File: src/rtl/shiftreg_pkg.sv
// Shared types and constants for the parametrised shift register.
// Optional parity output is enabled by defining SHIFTREG_PARITY_EN.
package shiftreg_pkg;

    // Shift direction: UP moves bits toward the MSB, DOWN toward the LSB.
    typedef enum logic {
        SHIFT_UP   = 1'b0,
        SHIFT_DOWN = 1'b1
    } shift_dir_t;

    // Smallest width for which the serial in/out slices are well formed.
    localparam int unsigned SHIFTREG_MIN_WIDTH = 2;

endpackage

File: src/rtl/shift_frame_cnt.sv
// Modulo-WIDTH frame counter.
// Counts shifts and raises a registered one-cycle wrap pulse on the WIDTH-th shift.
// Ports:
//   clk, reset : clock and asynchronous active-high reset
//   clr        : restart the frame (takes priority over inc)
//   inc        : count one shift
//   wrap       : registered pulse, high for the cycle after the last shift of a frame
module shift_frame_cnt
    import shiftreg_pkg::*;
#(
    parameter int unsigned WIDTH = 8
) (
    input  logic clk,
    input  logic reset,
    input  logic clr,
    input  logic inc,
    output logic wrap
);

    localparam int unsigned     CNT_W    = $clog2(WIDTH);
    localparam logic [CNT_W-1:0] CNT_LAST = CNT_W'(WIDTH - 1);

    logic [CNT_W-1:0] cnt_q;
    logic [CNT_W-1:0] cnt_d;
    logic             wrap_q;
    logic             wrap_d;

    // Next count; explicit wrap so non-power-of-two widths work.
    always_comb begin
        cnt_d  = cnt_q;
        wrap_d = 1'b0;
        if (clr) begin
            cnt_d = '0;
        end else if (inc) begin
            if (cnt_q == CNT_LAST) begin
                cnt_d  = '0;
                wrap_d = 1'b1;
            end else begin
                cnt_d = cnt_q + CNT_W'(1);
            end
        end
    end

    always_ff @(posedge clk or posedge reset) begin
        if (reset) begin
            cnt_q  <= '0;
            wrap_q <= 1'b0;
        end else begin
            cnt_q  <= cnt_d;
            wrap_q <= wrap_d;
        end
    end

    assign wrap = wrap_q;

endmodule

File: src/rtl/shiftreg_n.sv
// Parametrised serial/parallel shift register with run-time direction and
// frame-complete pulse.
// Build option: define SHIFTREG_PARITY_EN to drive par with the even parity of q;
// otherwise par is tied low.
// Ports:
//   clk, reset : clock and asynchronous active-high reset
//   en         : shift one position this cycle
//   load       : parallel load of din (overrides en)
//   din        : parallel load data
//   dir        : 0 = shift toward MSB (sin -> bit 0), 1 = toward LSB (sin -> MSB)
//   sin        : serial input
//   q          : register contents
//   sout       : serial output, bit leaving in the current direction
//   done       : one-cycle pulse after every WIDTH shifts
//   par        : XOR of q (parity build only)
module shiftreg_n
    import shiftreg_pkg::*;
#(
    parameter int unsigned       WIDTH     = 8,
    parameter logic [WIDTH-1:0]  RESET_VAL = '0
) (
    input  logic             clk,
    input  logic             reset,
    input  logic             en,
    input  logic             load,
    input  logic [WIDTH-1:0] din,
    input  logic             dir,
    input  logic             sin,
    output logic [WIDTH-1:0] q,
    output logic             sout,
    output logic             done,
    output logic             par
);

    generate
        if (WIDTH < SHIFTREG_MIN_WIDTH) begin : g_width_chk
            $error("shiftreg_n: WIDTH must be at least %0d", SHIFTREG_MIN_WIDTH);
        end
    endgenerate

    logic [WIDTH-1:0] shreg_q;
    logic [WIDTH-1:0] shreg_d;
    shift_dir_t       dir_e;

    assign dir_e = shift_dir_t'(dir);

    // Register update: load beats shift beats hold.
    always_comb begin
        shreg_d = shreg_q;
        if (load) begin
            shreg_d = din;
        end else if (en) begin
            if (dir_e == SHIFT_DOWN) begin
                shreg_d = {sin, shreg_q[WIDTH-1:1]};
            end else begin
                shreg_d = {shreg_q[WIDTH-2:0], sin};
            end
        end
    end

    always_ff @(posedge clk or posedge reset) begin
        if (reset) begin
            shreg_q <= RESET_VAL;
        end else begin
            shreg_q <= shreg_d;
        end
    end

    // A load restarts the frame; a load cycle never counts as a shift.
    shift_frame_cnt #(
        .WIDTH (WIDTH)
    ) u_frame_cnt (
        .clk   (clk),
        .reset (reset),
        .clr   (load),
        .inc   (en & ~load),
        .wrap  (done)
    );

    assign q    = shreg_q;
    assign sout = (dir_e == SHIFT_DOWN) ? shreg_q[0] : shreg_q[WIDTH-1];

`ifdef SHIFTREG_PARITY_EN
    assign par = ^shreg_q;
`else
    assign par = 1'b0;
`endif

endmodule
File: config.mk
export PLATFORM = sky130hd
export DESIGN_NAME = shiftreg_n
export DESIGN_NICKNAME = d
export VERILOG_FILES = /design/src/rtl/shiftreg_pkg.sv /design/src/rtl/shift_frame_cnt.sv /design/src/rtl/shiftreg_n.sv
export SDC_FILE = /design/constraint.sdc
export NUM_CORES = 1
export LEC_CHECK = 0
export CAP_MARGIN = 0
export CELL_PAD_IN_SITES_DETAIL_PLACEMENT = 1
export CELL_PAD_IN_SITES_GLOBAL_PLACEMENT = 1
export CORE_MARGIN = 3
export CORE_UTILIZATION = 37
export CTS_BUF_LIST = sky130_fd_sc_hd__clkbuf_2 sky130_fd_sc_hd__clkbuf_4 sky130_fd_sc_hd__clkbuf_8
export DETAILED_ROUTE_END_ITERATION = 16
export PLACE_DENSITY_LB_ADDON = 0.1
export SLEW_MARGIN = 40
export SYNTH_ARGS = -nofsm -noshare
export SYNTH_HDL_FRONTEND = slang
export SYNTH_HIERARCHICAL = 1
export SYNTH_SLANG_ARGS = --single-unit
File: constraint.sdc
create_clock -name clk -period 4 [get_ports clk]
set_input_delay 0.8 -clock clk [delete_from_list [all_inputs] [get_ports clk]]
set_output_delay 0.8 -clock clk [all_outputs]
set_load 0.01 [all_outputs]
==> results.py <==
metrics = {
    "outcome": {
        "status": "finished clean",
    },
    "placement": {
        "io_buffers": 23,
        "dpl.hpwl_mm": 1.133,
        "dpl_cell_area_um2": 943.4,
        "gp_congestion": 0.7013,
    },
    "yosys": {
        "synth-seq-cells": 12,
        "synthMuxAreaShare": 0.1601,
        "synthTopCellsByArea": "dfrtp_1 (43%), mux2i_1 (14%), or3b_2 (7.6%), o211ai_1 (6.5%), nand2_1 (4.9%)",
        "synthArstFlopShare": 1.000,
        "ys_warn_count": 6,
        "synth-xor-area-share": 0,
        "synth_area_um2": 695.7,
        "synth_top_area_frac": 0.4317,
        "synth-adder-area-share": 0.03597,
        "synth_top_family_by_area": "simple AND/OR/NAND/NOR gates",
        "synth_edf_count": 0,
        "yosys.area.top_type": "dfrtp_1",
        "synth-compound-area-share": 0.1133,
        "syn_nets": 81,
        "netlist_instances": 65,
        "syn_avg_cell_area_um2": 10.70,
        "ys_types": 17,
        "synth_ff_type": "dfrtp_1",
        "synth-simple-area-share": 0.1960,
        "seq_area_frac_synth": 0.4317,
    },
    "timing": {
        "slew_violations": 0,
        "setup_tns_ns": 0,
        "timing.clock.skew_ns": 0.001861,
        "finalCritPeriodShare": 0.7643,
        "min_period_ns": 3.057,
        "rsz0062_at_grt": "false",
        "hold_violations": 0,
        "finalSetupViolations": 0,
        "fmax_mhz": 327.1,
    },
    "power": {
        "p_per_area_nw_per_um2": 324.0,
        "pwr-share-seq": 0.444,
        "p_comb_frac": 0.244,
        "p_int_mw": 0.2326,
        "ir_worst_vdd_mv": 0.2058,
        "power_leakage_nw": 0.4417,
        "p_clk_frac": 0.313,
        "p_switching_mw": 0.08483,
        "p_sw_frac": 0.2672,
    },
    "clock_tree": {
        "cts_tree": "yes",
        "postCtsResizedCells": 0,
        "ctsLongestPathBuffers": 2,
        "htreeDepth": 1,
        "cts_buffers": 3,
        "clockRootBuffer": "clkbuf_4",
        "clock-sinks": 12,
        "path_clk_slew_ns": 0.08,
        "clk-insertion-delay-late_ns": 0.28,
        "hold_buffers": 0,
        "post_cts_buffers": 0,
    },
    "finish": {
        "antenna_cells": 0,
        "stdcell_area_um2": 979.7,
        "drive_gt1_frac": 0.1778,
        "syn2layout_area_growth_pct": 40.83,
        "fillers": 204,
        "nets": 107,
    },
    "worst_setup_path": {
        "cp_slowest_cell": "clkdlybuf4s50_1",
        "path_max_fanout": 9,
        "cp.required_ns": 3.20,
        "crit_arrival_ns": 2.26,
        "endpoint_kind": "primary output",
        "crit_start": "dir",
        "crit_path_start_kind": "input pin",
        "crit_top_cell": "clkdlybuf4s50_1",
        "reg2reg_from": "u_frame_cnt/cnt_q[0]$_DFFE_PP0P_",
        "slowest_delay_ns": 0.47,
        "crit_path_end": "sout",
        "critPathKind": "in -> out",
        "crit_chain": "clkdlybuf4s50_1 -> buf_4 -> mux2_2 -> clkdlybuf4s50_1",
        "r2r-end": "u_frame_cnt/cnt_q[0]$_DFFE_PP0P_",
        "r2r_cells": 4,
        "r2r_slack_ns": 2.66,
    },
    "floorplan": {
        "coreArea_um2": 1745,
        "die_w_um": 49.36,
        "rows": 15,
        "dieArea_um2": 2436,
        "start_util": 0.3986,
        "dieHeight_um": 49.36,
        "ios": 25,
    },
    "drt": {
        "drt_pass1_iterations": 2,
        "routed_via_density": 4.974,
        "vias": 572,
        "drt_wl_total_mm": 1.539,
        "ant_nets": 0,
        "drt-wirelength-per-cell_um": 13.38,
        "drc": 0,
        "drt_iter0_markers": 11,
    },
    "grt": {
        "grt.total_usage": 0.1491,
        "grt_max_degree": 22,
        "antenna_found_initial": 0,
        "grt_pass1_wl_mm": 2.801,
        "grt_pass1_vias": 607,
        "grt_overflow_total": 0,
    },
    "min_path": {
        "worstHoldPathType": "reg -> reg",
        "min_from": "u_frame_cnt/cnt_q[1]$_DFFE_PP0P_",
    },
    "job": {
        "cap_violations": 0,
    },
}
state kept, by name, indices dropped and copies added (netlist names):
name	flops
q	8
u_frame_cnt/cnt_q	3
u_frame_cnt/wrap	1
cell type report:
class | instances | area (um^2) | area share
Clock buffer | 4 | 36.28 | 0.03704
Tap cell | 25 | 31.28 | 0.03193
Timing Repair Buffer | 25 | 245.2 | 0.2503
Multi-Input combinational cell | 46 | 355.3 | 0.3627
Inverter | 3 | 11.26 | 0.01149
Sequential cell | 12 | 300.3 | 0.3065
worst min-delay path by stage:
| stage | endpoint | slack [ns] | depth (start not counted) |
|---|---|---|---|
| 2_1_floorplan | u_frame_cnt/cnt_q[1]$_DFFE_PP0P_ | 0.49 | 2 |
| 3_3_place_gp | u_frame_cnt/cnt_q[1]$_DFFE_PP0P_ | 0.51 | 2 |
| 3_5_place_dp | u_frame_cnt/cnt_q[1]$_DFFE_PP0P_ | 0.53 | 2 |
| 4_1_cts | u_frame_cnt/cnt_q[1]$_DFFE_PP0P_ | 0.55 | 2 |
| 5_1_grt | u_frame_cnt/cnt_q[1]$_DFFE_PP0P_ | 0.57 | 2 |
| 6_report | u_frame_cnt/cnt_q[1]$_DFFE_PP0P_ | 0.55 | 2 |
placed cells by master, fill, tap and decap left out:
cell type / netlist / routed
dfrtp_1: 12 / 12
ha_1: 2 / 2
clkbuf_8: 0 / 1
nand2b_1: 2 / 2
buf_4: 1 / 2
clkbuf_4: 0 / 3
clkdlybuf4s50_1: 0 / 23
o211ai_2: 2 / 2
nand2_1: 9 / 9
mux2i_1: 10 / 10
nor2_1: 3 / 3
o211ai_1: 6 / 6
or3b_2: 6 / 6
conb_1: 1 / 1
a21oi_2: 1 / 1
inv_1: 3 / 3
or3b_1: 3 / 3
mux2_2: 1 / 1
kinds of logic after synthesis:
family	count (synthesis)
flip-flops	12
adder cells (fa/ha/maj)	2
other	1
AND/OR/NAND/NOR	23
AO/OA/AOI/OAI	9
multiplexers	11
buffers and inverters	7
synthesized netlist by cell type (2+ instances only):
master,instances
buf_2,2
dfrtp_1,12
ha_1,2
inv_1,3
mux2i_1,10
nand2_1,9
nand2b_1,2
nor2_1,3
o211ai_1,6
o211ai_2,2
or3b_1,3
or3b_2,6
worst max-delay path, delay by kind of cell:
family | cells | cell delay (ns)
mux | 1 | 0.35
buf+inv | 3 | 1.11
per-layer routing:
metal | vias to the layer above | track usage | share of wire
met5 | - | 0 | 0
li1 | 276 | - | -
met3 | 4 | 0.05505 | 0.065
met1 | 272 | 0.1989 | 0.48
met2 | 20 | 0.2232 | 0.44
met4 | 0 | 0.04265 | 0.016
power by group through the flow:
stage	clock (mW)	combinational [mW]	sequential (mW)
global placement	0	0.0766	0.143
finish	0.0993	0.0773	0.141
detailed placement	0	0.0780	0.143
floorplan	0	0.0343	0.145
global route	0.105	0.0845	0.143
CTS	0.102	0.0788	0.141
metrics by stage:
| stage | cells | hold slack [ns] | util | setup slack, ns | total power [mW] |
|---|---|---|---|---|---|
| 6_report | 115 | 0.5452 | 0.5613 | 0.9426 | 0.3175 |
| 3_3_place_gp | 111 | 0.5080 | 0.5405 | 0.9457 | 0.2198 |
| 5_1_grt | 115 | 0.5731 | 0.5613 | 0.9018 | 0.3328 |
| 3_5_place_dp | 111 | 0.5323 | 0.5405 | 0.9387 | 0.2214 |
| 4_1_cts | 115 | 0.5509 | 0.5613 | 0.9327 | 0.3219 |
| 2_1_floorplan | 65 | 0.4903 | - | 1.803 | 0.1791 |
Power figures use the tool's default switching activity.
